[config.mk]
export PLATFORM = sky130hd
export DESIGN_NAME = mem_read_arbiter
export DESIGN_NICKNAME = d
export VERILOG_FILES = /design/src/rtl/mem_read_arbiter_pkg.sv /design/src/rtl/mem_read_arbiter_rr_arb2.sv /design/src/rtl/mem_read_arbiter.sv
export SDC_FILE = /design/constraint.sdc
export NUM_CORES = 1
export LEC_CHECK = 0
export ABC_CLOCK_PERIOD_IN_PS = 2029
export BUFFER_PORTS_ARGS = -buffer_cell sky130_fd_sc_hd__buf_2
export CORE_UTILIZATION = 39
export DETAILED_ROUTE_END_ITERATION = 8
export PLACE_DENSITY = 0.81
export SLEW_MARGIN = 20
export SYNTH_ARGS = -nofsm -noshare
export SYNTH_HDL_FRONTEND = slang
export SYNTH_SLANG_ARGS = --single-unit
[constraint.sdc]
create_clock -name clk -period 2.03 [get_ports clk]
set_input_delay 0.203 -clock clk [delete_from_list [all_inputs] [get_ports clk]]
set_output_delay 0.203 -clock clk [all_outputs]
set_load 0.1 [all_outputs]
[src/rtl/mem_read_arbiter_pkg.sv]
// Shared types for the memory read arbiter: FSM states, burst owner, address/data words.
package mem_read_arbiter_pkg;

  localparam int LEN_W_DEF = 4;

  typedef logic [31:0] phys_t;
  typedef logic [31:0] uint32_t;
  typedef logic [LEN_W_DEF-1:0] burst_len_t;

  typedef enum logic [1:0] {
    IDLE = 2'd0,
    ADDR = 2'd1,
    DATA = 2'd2
  } arb_state_t;

  typedef enum logic {
    OWN_IC = 1'b0,
    OWN_DC = 1'b1
  } owner_t;

endpackage

[src/rtl/mem_read_arbiter_rr_arb2.sv]
// Two-way round-robin picker: on a tie the requester not served last wins; combinational.
module rr_arb2
  import mem_read_arbiter_pkg::*;
(
  input  logic   req_ic,
  input  logic   req_dc,
  input  owner_t last_owner,
  output logic   any_req,
  output owner_t winner
);

  assign any_req = req_ic | req_dc;

  always_comb begin
    winner = OWN_IC;
    if (req_ic && req_dc) begin
      winner = (last_owner == OWN_IC) ? OWN_DC : OWN_IC;
    end else if (req_dc) begin
      winner = OWN_DC;
    end
  end

endmodule

[src/rtl/mem_read_arbiter.sv]
// Shares one burst read port between icache and dcache, one burst in flight; address phase
// is registered, read beats forward with zero latency and cannot be back-pressured.
module mem_read_arbiter
  import mem_read_arbiter_pkg::*;
#(
  parameter int LEN_W = LEN_W_DEF
) (
  input  logic             clk,
  input  logic             reset,
  input  logic             ic_req,
  input  phys_t            ic_addr,
  input  logic [LEN_W-1:0] ic_len,
  input  logic             ic_cancel,
  output logic             ic_gnt,
  output logic             ic_rvalid,
  input  logic             dc_req,
  input  phys_t            dc_addr,
  input  logic [LEN_W-1:0] dc_len,
  output logic             dc_gnt,
  output logic             dc_rvalid,
  output uint32_t          resp_rdata,
  output logic             resp_rlast,
  output logic             mem_arvalid,
  output phys_t            mem_araddr,
  output logic [LEN_W-1:0] mem_arlen,
  input  logic             mem_arready,
  input  logic             mem_rvalid,
  input  uint32_t          mem_rdata,
  input  logic             mem_rlast
);

  arb_state_t       state;
  owner_t           owner;
  owner_t           last_owner;
  owner_t           winner;
  logic             any_req;
  phys_t            addr_q;
  logic [LEN_W-1:0] len_q;
  logic [LEN_W-1:0] beat_cnt;
  logic             arvalid_q;
  logic             cancel_q;
  logic             proto_err;
  logic             beat;
  logic             ic_own;
  logic             ic_dropping;

  rr_arb2 u_rr_arb2 (
    .req_ic     (ic_req),
    .req_dc     (dc_req),
    .last_owner (last_owner),
    .any_req    (any_req),
    .winner     (winner)
  );

  assign beat        = (state == DATA) && mem_rvalid;
  assign ic_own      = (owner == OWN_IC);
  // A flush drops the beat in the same cycle it is signalled, not just later ones.
  assign ic_dropping = cancel_q | ic_cancel;

  assign mem_arvalid = arvalid_q;
  assign mem_araddr  = addr_q;
  assign mem_arlen   = len_q;
  assign ic_gnt      = arvalid_q & mem_arready & ic_own;
  assign dc_gnt      = arvalid_q & mem_arready & ~ic_own;
  assign ic_rvalid   = beat & ic_own & ~ic_dropping;
  assign dc_rvalid   = beat & ~ic_own;
  assign resp_rdata  = beat ? mem_rdata : '0;
  assign resp_rlast  = beat & mem_rlast;

  always_ff @(posedge clk or posedge reset) begin
    if (reset) begin
      state      <= IDLE;
      owner      <= OWN_IC;
      last_owner <= OWN_IC;
      addr_q     <= '0;
      len_q      <= '0;
      beat_cnt   <= '0;
      arvalid_q  <= 1'b0;
      cancel_q   <= 1'b0;
      proto_err  <= 1'b0;
    end else begin
      case (state)
        IDLE: begin
          cancel_q <= 1'b0;
          if (any_req) begin
            owner      <= winner;
            last_owner <= winner;
            addr_q     <= (winner == OWN_IC) ? ic_addr : dc_addr;
            len_q      <= (winner == OWN_IC) ? ic_len : dc_len;
            arvalid_q  <= 1'b1;
            state      <= ADDR;
          end
        end
        ADDR: begin
          // The address is never retracted; a flush here only marks the data to be dropped.
          if (ic_cancel && ic_own) begin
            cancel_q <= 1'b1;
          end
          if (mem_arready) begin
            arvalid_q <= 1'b0;
            beat_cnt  <= '0;
            state     <= DATA;
          end
        end
        DATA: begin
          if (mem_rvalid) begin
            beat_cnt  <= beat_cnt + 1'b1;
            proto_err <= proto_err | ((beat_cnt == len_q) && !mem_rlast);
          end
          if (mem_rvalid && mem_rlast) begin
            cancel_q <= 1'b0;
            beat_cnt <= '0;
            state    <= IDLE;
          end else if (ic_cancel && ic_own) begin
            cancel_q <= 1'b1;
          end
        end
        default: begin
          state <= IDLE;
        end
      endcase
    end
  end

endmodule

==> impl_metrics.tcl <==
set metrics [dict create \
    routed_wl_um 7273 \
    wire_per_inst_um 14.78 \
    gr-usage-met3 0.06163 \
    dp.cells 480 \
    skew_ps 11.68 \
    fp.coreArea_um2 5574 \
    hold_path_class "input pin to flop" \
    drive_gt1_frac 0.5000 \
    cp.required_ps 1830 \
    fin_crit_sh 0.9665 \
    drtPass1Iterations 4 \
    nets 537 \
    path_cells "inv_1 -> ha_1 -> buf_4 -> buf_8 -> and3_1 -> buf_12" \
    synth-simple-area-share 0.1720 \
    busiest_layer "met2" \
    end_kind "output pin" \
    dieHeight_um 78.29 \
    num_antenna_cells 0 \
    avgViaCountPerCell 4.911 \
    final_util 0.7125 \
    antenna_left 0 \
    synth_xor_area_frac 0 \
    synth-main-ff-cell "dfrtp_1" \
    yosysTopAreaCellShare 0.4520 \
    slew_headroom 0.4607 \
    rsz0062_at_grt "true" \
    ys_warn_count 0 \
    std_cell_rows 27 \
    clkLatencyLatePin_ps 290 \
    grt_pass1_vias 2428 \
    grt_pass1_wl_um 11390 \
    clk_path_buf_depth 2 \
    met1_usage 0.2452 \
    cts_tree "yes" \
    place_area_um2 3800 \
    syn_to_final_growth_pct 74.97 \
    nFillCells 405 \
    synth.top_cells.by_count "41 x dfrtp_1, 41 x nand2_1, 36 x mux2i_1" \
    clock.fmax_mhz 509.7 \
    synth_top_area_cell "dfrtp_1" \
    fp.dieW_um 78.29 \
    outcome "complete, no violations" \
    cts.sinks 41 \
    synth-adder-area-share 0.03308 \
    synth_cells 234 \
    setup_viol 0 \
    synth_edf_count 0 \
    synth_nets 352 \
    clk_pin_slew_ps 90 \
    drc 0 \
    finalSetupTns_ps 0 \
    synth_compound_area_frac 0.1130 \
    grtUsageMet2 0.4544 \
    ys_seq_elements 41 \
    muxShareOfSynthArea 0.1687 \
    maxSlewViolCount 0 \
    antenna_found_initial 0 \
    critPathMaxStageDelay_ps 410 \
    grt_max_degree 73 \
    drt_iter0_drc 84 \
    maxCapViolCount 0 \
    portBuffers 185 \
    netlist_area_um2 2270 \
    initial_utilization 0.4072 \
    multi_input_area_um2 1164 \
    worstMarginPinSlew_ps 804.0 \
    dieArea_um2 6129 \
    htree_levels 2 \
    design_area_um2 3971 \
    ys_types 21 \
    synth_top_family_by_area "simple AND/OR/NAND/NOR gates" \
    crit_path_start_kind "flop" \
    worstSetupPathType "flop to output pin" \
    postSynthAreaPerCell_um2 9.699 \
    layoutNonFillerInstCount 492 \
    cts_buffers 5 \
    dr_total_vias 2416 \
    yosysSeqAreaShare 0.4520 \
    cp_data_arrival_time_ps 1760 \
    crit_fanout 26 \
    ff_latch_area_um2 1026 \
    period_needed_ps 1962 \
    hold_viol 0 \
    synthTopCellsByArea "dfrtp_1 45%, mux2i_1 16%, and3_1 9.6%, nand2_1 6.8%, o21ai_1 6.6%" \
    clockRootBuffer "clkbuf_8" \
    async_flop_share 1.000 \
    ios 186 \
    finalWeightedCongestion 0.7623 \
    grt_overflow 0 \
    place_hpwl_um 5918 \
    grtUsageTotal 0.2408 \
    cpMaxStageDelayCell "dfrtp_1" \
]
[worst paths after layout]
| check | startpoint | endpoint | slack [ps] | cells after the start |
|---|---|---|---|---|
| worst max-delay path | state[0] | resp_rdata[5] | 70 | 6 |
| worst min-delay path | ic_addr[16] | mem_araddr[16] | 180 | 3 |
| worst max register to register | state[1] | state[0] | 330 | 4 |
| worst min register to register | mem_araddr[5] | mem_araddr[5] | 480 | 2 |
| max in group asynchronous | reset | mem_araddr[26] | 800 | 4 |
| min in group asynchronous | reset | mem_araddr[15] | 540 | 3 |
[final cells by class]
cell class,instances,share of cell area
timing repair buffer,195,0.3932
multi-input combinational,171,0.2930
sequential,41,0.2583
tap,72,0.02268
clock buffer,6,0.01827
clock inverter,2,0.009767
inverter,5,0.004726
[metrics by stage]
step,setup WS [ps],hold WS [ps]
after CTS,29.59,177.7
after global placement,375.5,286.7
final,67.96,179.9
after detailed placement,290.3,293.5
after floorplan,-9.550,310.2
after global routing,-17.23,183.9
[placed cells by master (no fill, tap or decap)]
master and instances:
a221oi_1 1, and3_4 4, clkbuf_1 1, a21boi_1 1, clkinv_1 1, a21oi_1 3
o21ai_0 8, inv_1 4, buf_8 1, buf_2 150, ha_1 6, dlygate4sd3_1 1
nor2_4 1, dfrtp_1 41, bufinv_16 1, o311ai_0 1, nor4_4 1, a21boi_4 1
nor2_1 2, and3_1 30, buf_12 37, buf_4 6, and3_2 1, mux2_1 2
mux2i_1 36, a31oi_1 1, o21ai_4 1, o21ai_1 30, clkbuf_8 5, clkinv_4 1
nand2_1 41
[registers in the layout, indices dropped and copies added, names as in the netlist]
name	cells
last_owner	1
mem_arvalid	1
mem_arlen	4
state	2
mem_araddr	32
cancel_q	1
[cell families (layout without fill, tap and decap cells)]
logic type / count (synthesis) / count (layout)
compound gates: 47 / 47
fa+ha+maj: 6 / 6
buf+inv: 22 / 208
flops: 41 / 41
mux: 38 / 38
simple gates: 80 / 80
[worst max-delay path, delay by kind of cell, from the launching register on]
family | cells | cell delay (ps)
adder cells (fa/ha/maj) | 1 | 170
buffers and inverters | 4 | 630
AND/OR/NAND/NOR | 1 | 240
flip-flops | 1 | 410
[what timing repair did]
item	4_1_cts	5_1_grt
endpoints found under the setup margin	8	26
gates resized for setup	1	5
setup buffers	0	3
hold endpoints to repair	22	0
hold buffers	1	0
[per-layer routing]
metal	routed length, um	part of all wire	vias up
met4	238	0.033	0
met5	0	0	-
met1	2646	0.36	1082
met2	3787	0.52	137
met3	600	0.082	18
li1	-	-	1179
Power is left out: the tool's default activity adds up to more than one toggle a clock period on the data nets, which glitch-free logic cannot reach.
